**config.mk**
```make
export PLATFORM = sky130hd
export DESIGN_NAME = rf_wport_arbiter_flat
export DESIGN_NICKNAME = d
export VERILOG_FILES = /design/src/rtl/rf_wport_arbiter_if.sv /design/src/rtl/rf_wport_arbiter.sv /design/src/flat_wrapper.sv
export SDC_FILE = /design/constraint.sdc
export NUM_CORES = 1
export LEC_CHECK = 0
export ABC_AREA = 1
export CAP_MARGIN = 20
export CORE_MARGIN = 2
export CORE_UTILIZATION = 47
export CTS_CLUSTER_DIAMETER = 40
export DETAILED_ROUTE_END_ITERATION = 8
export HOLD_SLACK_MARGIN = 0.1
export PLACE_DENSITY_LB_ADDON = 0.05
export RECOVER_POWER = 100
export SLEW_MARGIN = 10
export SYNTH_ARGS = -nofsm -noshare
export SYNTH_HDL_FRONTEND = slang
export SYNTH_SLANG_ARGS = --single-unit
```
**constraint.sdc**
```tcl
create_clock -name clk -period 3.4 [get_ports clk]
set_input_delay 0.68 -clock clk [delete_from_list [all_inputs] [get_ports clk]]
set_output_delay 0.68 -clock clk [all_outputs]
set_load 0.01 [all_outputs]
```
**src/rtl/rf_wport_arbiter_if.sv**
```systemverilog
// Bundles the pipeline writeback, divider result and register-file write signals
// shared by the write-port arbiter and whatever drives or observes it.
interface rf_wport_arbiter_if;
   logic        wb_reg_write_i;
   logic [4:0]  wb_rd_addr_i;
   logic [31:0] wb_data_i;
   logic        div_valid_i;
   logic [4:0]  div_rd_addr_i;
   logic [31:0] div_data_i;
   logic        div_ready_o;
   logic        pipe_hold_o;
   logic        rf_wen_o;
   logic [4:0]  rf_rd_addr_o;
   logic [31:0] rf_data_o;
   logic [31:0] busy_o;

   // Divider handshake: a result transfers on a rising edge where div_valid_i and
   // div_ready_o are both high; the divider holds addr/data stable while waiting.
   modport slave (
      input  wb_reg_write_i, wb_rd_addr_i, wb_data_i,
      input  div_valid_i, div_rd_addr_i, div_data_i,
      output div_ready_o, pipe_hold_o,
      output rf_wen_o, rf_rd_addr_o, rf_data_o, busy_o
   );

   modport master (
      output wb_reg_write_i, wb_rd_addr_i, wb_data_i,
      output div_valid_i, div_rd_addr_i, div_data_i,
      input  div_ready_o, pipe_hold_o,
      input  rf_wen_o, rf_rd_addr_o, rf_data_o, busy_o
   );
endinterface

```
**src/rtl/rf_wport_arbiter.sv**
```systemverilog
// Shares the single register-file write port between in-order pipeline writeback
// and buffered divider results, with a starvation-forced pipeline hold.
module rf_wport_arbiter #(
   parameter int DEPTH      = 2,
   parameter int STARVE_MAX = 4
) (
   input logic               clk,
   input logic               rst_n,
   rf_wport_arbiter_if.slave bus
);

   localparam int PW = $clog2(DEPTH);
   localparam int CW = PW + 1;
   localparam int SW = $clog2(STARVE_MAX + 1);

   typedef enum logic [1:0] {
      GNT_NONE = 2'd0,
      GNT_PIPE = 2'd1,
      GNT_FIFO = 2'd2
   } grant_e;

   logic [4:0]    r_mem_addr [DEPTH];
   logic [31:0]   r_mem_data [DEPTH];
   logic [PW-1:0] r_wptr;
   logic [PW-1:0] r_rptr;
   logic [CW-1:0] r_count;
   logic [SW-1:0] r_starve;
   logic          r_hold;
   logic          r_rf_wen;
   logic [4:0]    r_rf_addr;
   logic [31:0]   r_rf_data;

   logic          w_fifo_ne;
   logic          w_div_ready;
   logic          w_push;
   logic          w_pop;
   logic          w_pipe_req;
   grant_e        w_grant;
   logic [SW-1:0] w_starve_inc;
   logic [SW-1:0] w_starve_nxt;
   logic          w_hold_nxt;
   logic [31:0]   w_busy;

   assign w_fifo_ne   = (r_count != '0);
   assign w_div_ready = rst_n && (r_count < CW'(DEPTH));
   // x0 results complete the handshake but are never stored.
   assign w_push      = bus.div_valid_i && w_div_ready && (bus.div_rd_addr_i != 5'd0);
   assign w_pipe_req  = bus.wb_reg_write_i && (bus.wb_rd_addr_i != 5'd0);
   assign w_pop       = (w_grant == GNT_FIFO);

   // A hold cycle belongs to the FIFO; the pipeline request is ignored and re-presented.
   always_comb begin
      w_grant = GNT_NONE;
      if (r_hold && w_fifo_ne) begin
         w_grant = GNT_FIFO;
      end else if (w_pipe_req && !r_hold) begin
         w_grant = GNT_PIPE;
      end else if (w_fifo_ne) begin
         w_grant = GNT_FIFO;
      end
   end

   always_comb begin
      w_starve_inc = r_starve + 1'b1;
      w_starve_nxt = r_starve;
      w_hold_nxt   = 1'b0;
      if (w_pop || !w_fifo_ne) begin
         w_starve_nxt = '0;
      end else if (w_grant == GNT_PIPE) begin
         if (w_starve_inc == SW'(STARVE_MAX)) begin
            w_hold_nxt   = 1'b1;
            w_starve_nxt = '0;
         end else begin
            w_starve_nxt = w_starve_inc;
         end
      end
   end

   // Entry i is live when its distance from the read pointer is below the count.
   always_comb begin
      logic [PW-1:0] w_off;
      w_busy = '0;
      for (int i = 0; i < DEPTH; i++) begin
         w_off = PW'(i) - r_rptr;
         if ({1'b0, w_off} < r_count) begin
            w_busy[r_mem_addr[i]] = 1'b1;
         end
      end
      w_busy[0] = 1'b0;
   end

   always_ff @(posedge clk) begin
      if (w_push) begin
         r_mem_addr[r_wptr] <= bus.div_rd_addr_i;
         r_mem_data[r_wptr] <= bus.div_data_i;
      end
   end

   always_ff @(posedge clk) begin
      if (!rst_n) begin
         r_wptr   <= '0;
         r_rptr   <= '0;
         r_count  <= '0;
         r_starve <= '0;
         r_hold   <= 1'b0;
      end else begin
         if (w_push) begin
            r_wptr <= r_wptr + 1'b1;
         end
         if (w_pop) begin
            r_rptr <= r_rptr + 1'b1;
         end
         case ({w_push, w_pop})
            2'b10:   r_count <= r_count + 1'b1;
            2'b01:   r_count <= r_count - 1'b1;
            default: r_count <= r_count;
         endcase
         r_starve <= w_starve_nxt;
         r_hold   <= w_hold_nxt;
      end
   end

   always_ff @(posedge clk) begin
      if (!rst_n) begin
         r_rf_wen  <= 1'b0;
         r_rf_addr <= '0;
         r_rf_data <= '0;
      end else begin
         case (w_grant)
            GNT_PIPE: begin
               r_rf_wen  <= 1'b1;
               r_rf_addr <= bus.wb_rd_addr_i;
               r_rf_data <= bus.wb_data_i;
            end
            GNT_FIFO: begin
               r_rf_wen  <= 1'b1;
               r_rf_addr <= r_mem_addr[r_rptr];
               r_rf_data <= r_mem_data[r_rptr];
            end
            default: begin
               r_rf_wen  <= 1'b0;
               r_rf_addr <= '0;
               r_rf_data <= '0;
            end
         endcase
      end
   end

   assign bus.div_ready_o  = w_div_ready;
   assign bus.pipe_hold_o  = r_hold;
   assign bus.rf_wen_o     = r_rf_wen;
   assign bus.rf_rd_addr_o = r_rf_addr;
   assign bus.rf_data_o    = r_rf_data;
   assign bus.busy_o       = w_busy;

endmodule

```
**src/flat_wrapper.sv**
```systemverilog
// flat-port wrapper written by rule: the top's interface ports become plain ports
module rf_wport_arbiter_flat 
#(
   parameter int DEPTH      = 2,
   parameter int STARVE_MAX = 4
)
  (clk, rst_n, bus_wb_reg_write_i, bus_wb_rd_addr_i, bus_wb_data_i, bus_div_valid_i, bus_div_rd_addr_i, bus_div_data_i, bus_div_ready_o, bus_pipe_hold_o, bus_rf_wen_o, bus_rf_rd_addr_o, bus_rf_data_o, bus_busy_o);
  rf_wport_arbiter_if bus_i ();
  input logic clk;
  input logic rst_n;
  input wire logic [$bits(bus_i.wb_reg_write_i)-1:0] bus_wb_reg_write_i;
  input wire logic [$bits(bus_i.wb_rd_addr_i)-1:0] bus_wb_rd_addr_i;
  input wire logic [$bits(bus_i.wb_data_i)-1:0] bus_wb_data_i;
  input wire logic [$bits(bus_i.div_valid_i)-1:0] bus_div_valid_i;
  input wire logic [$bits(bus_i.div_rd_addr_i)-1:0] bus_div_rd_addr_i;
  input wire logic [$bits(bus_i.div_data_i)-1:0] bus_div_data_i;
  output wire logic [$bits(bus_i.div_ready_o)-1:0] bus_div_ready_o;
  output wire logic [$bits(bus_i.pipe_hold_o)-1:0] bus_pipe_hold_o;
  output wire logic [$bits(bus_i.rf_wen_o)-1:0] bus_rf_wen_o;
  output wire logic [$bits(bus_i.rf_rd_addr_o)-1:0] bus_rf_rd_addr_o;
  output wire logic [$bits(bus_i.rf_data_o)-1:0] bus_rf_data_o;
  output wire logic [$bits(bus_i.busy_o)-1:0] bus_busy_o;
  assign bus_i.wb_reg_write_i = bus_wb_reg_write_i;
  assign bus_i.wb_rd_addr_i = bus_wb_rd_addr_i;
  assign bus_i.wb_data_i = bus_wb_data_i;
  assign bus_i.div_valid_i = bus_div_valid_i;
  assign bus_i.div_rd_addr_i = bus_div_rd_addr_i;
  assign bus_i.div_data_i = bus_div_data_i;
  assign bus_div_ready_o = bus_i.div_ready_o;
  assign bus_pipe_hold_o = bus_i.pipe_hold_o;
  assign bus_rf_wen_o = bus_i.rf_wen_o;
  assign bus_rf_rd_addr_o = bus_i.rf_rd_addr_o;
  assign bus_rf_data_o = bus_i.rf_data_o;
  assign bus_busy_o = bus_i.busy_o;
  rf_wport_arbiter #(.DEPTH(DEPTH), .STARVE_MAX(STARVE_MAX)) u_core (.clk(clk), .rst_n(rst_n), .bus(bus_i));
endmodule
```
==> results of run 1 <==
==> state kept, by name, indices dropped and copies added (netlist names), named ones only <==
signal and cells:
u_core.r_mem_data 64, u_core.r_count 2, u_core.r_rptr 1, u_core.r_wptr 1, u_core.r_starve 3, u_core.bus.pipe_hold_o 1, u_core.bus.rf_wen_o 1, u_core.bus.rf_rd_addr_o 5
u_core.r_mem_addr 10, u_core.bus.rf_data_o 32
==> synth_stat cells, types with 3 or more instances <==
| cell type | number | area, um^2 |
|---|---|---|
| nand2_1 | 152 | 570.6 |
| edfxtp_1 | 74 | 2222 |
| o21ai_0 | 68 | 340.3 |
| inv_1 | 55 | 206.5 |
| dfxtp_1 | 47 | 940.9 |
| nand4_1 | 37 | 231.5 |
| nor2_1 | 17 | 63.81 |
| nand3_1 | 15 | 75.07 |
| buf_2 | 13 | 65.06 |
| nor3_1 | 9 | 45.04 |
| buf_1 | 5 | 18.77 |
| a21oi_1 | 4 | 20.02 |
| buf_4 | 4 | 30.03 |
| nor3_2 | 4 | 40.04 |
| clkbuf_1 | 3 | 11.26 |
| ha_1 | 3 | 37.54 |
==> per-layer routing <==
layer	routed length (um)	up-vias	track usage, %
met1	5221	1971	25.13
met3	842	11	7.173
met4	132	0	7.050
li1	-	2064	-
met5	0	-	0
met2	6156	153	37.61
==> worst max-delay path, stage by stage, from the launching register on <==
cell and delay, ps:
dfxtp_1 430, nor2_1 130, a21oi_2 200, nand3_1 260, o21ai_0 270, dlygate4sd3_1 640
==> stage by stage <==
stage	worst slack (ps)	utilization [%]	instance area (um^2)	instances	total power [W]
after CTS	277.9	69.43	7168	818	0.004093
after floorplan	332.0	-	4997	520	0.002103
after detailed placement	771.7	63.98	6605	786	0.002415
after global routing	91.12	69.11	7134	820	0.004201
after global placement	884.9	63.98	6605	786	0.002394
final	280.2	69.13	7137	821	0.004039
==> logic make-up after synthesis <==
logic type / after synthesis / synth area share [%]
buffers and inverters: 80 / 6.635
DFF: 121 / 63.29
other: 1 / 0.07504
xor gates and xnor gates: 2 / 0.3506
adders and majority gates: 3 / 0.7512
and+or+nand+nor: 238 / 21.23
AOI/OAI and AO/OA: 75 / 7.662
==> path summary, 6_finish.rpt <==
| kind | from | cells after the start | end |
|---|---|---|---|
| max | u_core.r_count[0]$_SDFFE_PN0P_ | 5 | bus_busy_o[8] |
| min | rst_n | 3 | u_core.bus.rf_wen_o$_SDFF_PN0_ |
| max reg2reg | u_core.r_count[1]$_SDFFE_PN0P_ | 5 | u_core.r_mem_data[0][1]$_DFFE_PP_ |
| min reg2reg | u_core.r_starve[2]$_SDFFE_PP0N_ | 3 | u_core.r_starve[2]$_SDFFE_PP0N_ |
==> final cells by class <==
cell class | instances | area (um^2)
antenna | 2 | 5.005
clock buffer | 20 | 435.4
clock inverter | 12 | 127.6
fill | 810 | 3187
inverter | 55 | 206.4
multi-input combinational | 319 | 1493
sequential | 121 | 3164
tap | 136 | 170.2
timing repair buffer | 156 | 1535
==> power breakdown <==
group / internal [W] / leakage [nW] / total (W) / switching, W
Sequential: 0.00167 / 1.07 / 0.00173 / 0.0000532
Combinational: 0.000251 / 1.67 / 0.000629 / 0.000378
Clock: 0.00106 / 0.278 / 0.00168 / 0.000625
Total: 0.00298 / 3.01 / 0.00404 / 0.00106
==> impl_metrics.yaml, run 1 <==
sta:
  fin_tns_setup_ps: 0
  worst_pin_slew_ps: 1551
  final_hold_viol_count: 0
  max_freq_mhz: 320.5
  maxSlewHeadroom_pct: -3.814
  fin_hold_ws_ps: 498.7
  drv_slew: 22
  skew_ps: 12.99
  period_needed_ps: 3120
  rsz0062_at_grt: "no"
  setup_viol: 0
  min_period_over_period_pct: 91.76
detailed_routing:
  first_pass_iters: 5
  vias: 4199
  antenna_left: 0
  wl_per_cell_um: 15.05
  first_iter_violations: 227
  drc: 0
  via_per_inst: 5.114
  drt-total-wl_um: 12350
place:
  dp.final_hpwl_um: 8082
  io_buffers: 148
  gp_congestion: 0.8543
global_route:
  grt.total_usage_pct: 21.64
  antenna_found_initial: 1
  grt_start_max_net_pins: 75
  grt_pass1_wl_um: 19150
  first_global_vias: 4090
  grt.overflow.total: 0
worst_setup_path:
  ff2ff_setup_slack_ps: 610
  cp.required_ps: 2720
  startpoint_type: "flop"
  worstSetupEndpointType: "output pin"
  path_max_fanout: 7
  arrival_ps: 2440
  worstSetupPathType: "flop to output pin"
clock_tree:
  clk_pin_slew_ps: 50
  cts_hold_buf: 0
  cts_max_level: 4
  cts_max_path_buffers: 2
  cts_root_buffer: "clkbuf_8"
  numCtsBuffers: 17
  cts_setup_buffers: 0
  cts_resized: 0
  insertion_delay_ps: 510
  cts_tree: "built"
  cts.sinks: 121
outcome:
  violations: "capacitance limit, slew limit"
  status: "finished with violations"
yosys:
  ys.flop_type: "edfxtp_1"
  synth_nets: 601
  yosysWarnings: 0
  synth_area_um2: 4997
  avgSynthCellArea_um2: 9.610
  synth_edf_count: 74
  synth_cell_types: 24
  synthCells: 520
  ys_ff_latch: 121
  async_flop_share_pct: 0
  yosysSeqAreaShare_pct: 63.29
floorplanning:
  core_um2: 10320
  dieWidth_um: 107.1
  io_pins: 150
  dieHeight_um: 107.1
  die-area_um2: 11470
  initial_core_util_pct: 48.41
  row_count: 37
final_layout:
  final_common_cell: "nand2_1"
  nets: 751
  area_delta_synth_final_pct: 42.81
  layout_common_cells: "153 x nand2_1, 107 x dlygate4sd3_1, 74 x edfxtp_1, 69 x o21ai_0, 55 x inv_1"
  drive_gt1_share_pct: 6.589
flow_run:
  maxCapViolations: 1
pwr:
  p_per_area_nw_per_um2: 565.9
  p_leak_nw: 3.011
  ir_worst_vdd_v: 0.0003382
hold_path:
  hp-class: "input port to flop"
Power figures use the tool's default switching activity.
==> inputs of run 2 (changes only) <==
CAP_MARGIN = 5   (was 20)
CORE_MARGIN = 5   (was 2)
==> run 2 against run 1 <==
The flow now finishes without violations. Core utilization up 0.61 points. Clock-buffer cell count down 2. Critical path type unchanged. Power up 7.4%. First-iteration DRC count up 35%. Combinational power down 2%. Maximum frequency down 1.6%. Global-route usage down 1.4 points.
==> impl_metrics.yaml, run 2 (synthesis results as in run 1) <==
sta:
  maxSlewHeadroom_pct: 17.96
  skew_ps: 7.067
  drv_slew: 0
  setup_viol: 0
  period_needed_ps: 3170
  rsz0062_at_grt: "no"
  fin_tns_setup_ps: 0
  worst_pin_slew_ps: 1231
  fin_hold_ws_ps: 539.4
  final_hold_viol_count: 0
  max_freq_mhz: 315.5
  min_period_over_period_pct: 93.23
pwr:
  p_per_area_nw_per_um2: 599.9
  p_comb_share_pct: 14.1
  ir_worst_vdd_v: 0.0004963
  intPower_w: 0.003265
  clockPowerShare_pct: 45.8
  p_sw_w: 0.001074
  p_leak_nw: 3.045
  swShare_pct: 24.74
  seq_power_share_pct: 40.0
floorplanning:
  dieWidth_um: 113.1
  dieHeight_um: 113.1
  core_um2: 10370
  die-area_um2: 12800
  initial_core_util_pct: 48.19
  io_pins: 150
  row_count: 37
clock_tree:
  cts.sinks: 121
  cts_root_buffer: "clkbuf_8"
  cts_tree: "built"
  cts_setup_buffers: 0
  cts_max_level: 4
  numCtsBuffers: 17
  cts_resized: 0
  clk_pin_slew_ps: 60
  cts_hold_buf: 0
  cts_max_path_buffers: 2
  insertion_delay_ps: 510
final_layout:
  nets: 752
  final_common_cell: "nand2_1"
  fillers: 834
  multi_input_area_um2: 1500
  fin_util_pct: 69.74
  largest_reg_flops: 64
  layout_common_cells: "153 x nand2_1, 108 x dlygate4sd3_1, 74 x edfxtp_1, 68 x o21ai_0, 54 x inv_1"
  largest-register: "u_core.r_mem_data"
  area_delta_synth_final_pct: 44.72
  drive_gt1_share_pct: 6.725
  fin_cells: 821
  design_area_um2: 7232
  register_area_um2: 3164
global_route:
  antenna_found_initial: 2
  first_global_vias: 4186
  grt_start_max_net_pins: 41
  grt_pass1_wl_um: 20440
  grt.total_usage_pct: 20.26
  grt.overflow.total: 0
place:
  dp.final_hpwl_um: 8833
  placed_cells: 788
  io_buffers: 148
  gp_congestion: 0.8772
  placed_cell_area_um2: 6608
flow_run:
  maxCapViolations: 0
worst_setup_path:
  startpoint_type: "flop"
  arrival_ps: 2490
  r2r-end: "u_core.bus.rf_data_o[5]$_SDFF_PN0_"
  path_max_fanout: 8
  reg2regPathDepth: 6
  worstSetupPathType: "flop to output pin"
  cp.required_ps: 2720
  ff2ff_setup_slack_ps: 850
  rr_startpoint: "u_core.bus.pipe_hold_o$_SDFF_PP0_"
  worstSetupEndpointType: "output pin"
detailed_routing:
  vias: 4169
  drt-total-wl_um: 12540
  wl_per_cell_um: 15.27
  first_iter_violations: 306
  drc: 0
  via_per_inst: 5.078
  first_pass_iters: 4
  antenna_left: 0
hold_path:
  hp-class: "flop to flop"
  min_from: "u_core.r_rptr$_SDFFE_PN0N_"
  min_path_cells: 2
outcome:
  status: "completed"
-- run 2: power groups by stage --
| stage | combinational [W] | clock [W] | sequential (W) |
|---|---|---|---|
| 2_1_floorplan | 0.000338 | 0 | 0.00177 |
| 3_3_place_gp | 0.000631 | 0 | 0.00176 |
| 3_5_place_dp | 0.000648 | 0 | 0.00177 |
| 4_1_cts | 0.000653 | 0.00201 | 0.00174 |
| 5_1_grt | 0.000677 | 0.00209 | 0.00175 |
| 6_report | 0.000614 | 0.00199 | 0.00174 |
-- run 2: worst max-delay path by stage --
stage	start	to	slack, ps	cells after the start
after floorplan	rst_n	u_core.r_mem_addr[0][0]$_DFFE_PP_	330	4
after global placement	bus_div_rd_addr_i[3]	u_core.r_mem_data[1][10]$_DFFE_PP_	460	6
after detailed placement	bus_div_rd_addr_i[3]	u_core.r_mem_data[1][10]$_DFFE_PP_	430	6
after CTS	u_core.r_count[1]$_SDFFE_PN0P_	bus_busy_o[17]	260	5
after global routing	u_core.r_count[1]$_SDFFE_PN0P_	bus_busy_o[17]	50	5
final	u_core.r_count[1]$_SDFFE_PN0P_	bus_busy_o[17]	230	5
-- run 2: layout make-up --
type,count,share of cell area (%)
Antenna cell,1,0.03460
Clock buffer,18,5.779
Tap cell,136,2.353
Timing Repair Buffer,157,21.11
Clock inverter,14,3.374
Sequential cell,121,43.75
Multi-Input combinational cell,319,20.74
Inverter,55,2.855
-- run 2: worst max-delay path, cell delays in order, from the launching register on --
cell	delay (ps)
dfxtp_1	430
inv_1	110
a21oi_2	240
nand3_1	280
o21ai_0	280
dlygate4sd3_1	640
-- run 2: routing by layer --
metal | routed length [um] | global-route usage, % | vias up | share of wire [%]
met2 | 6426 | 34.68 | 137 | 51
li1 | - | - | 2061 | -
met1 | 4985 | 23.89 | 1951 | 40
met3 | 940 | 7.540 | 18 | 7.5
met4 | 178 | 5.849 | 2 | 1.4
met5 | 7 | 0 | - | 0.056
-- run 2: per-stage QoR --
stage / setup WS, ps / power [W]
finish: 230.2 / 0.004339
global route: 50.35 / 0.004524
CTS: 256.2 / 0.004407
detailed placement: 425.8 / 0.002419
global placement: 456.3 / 0.002394
floorplan: 332.0 / 0.002103
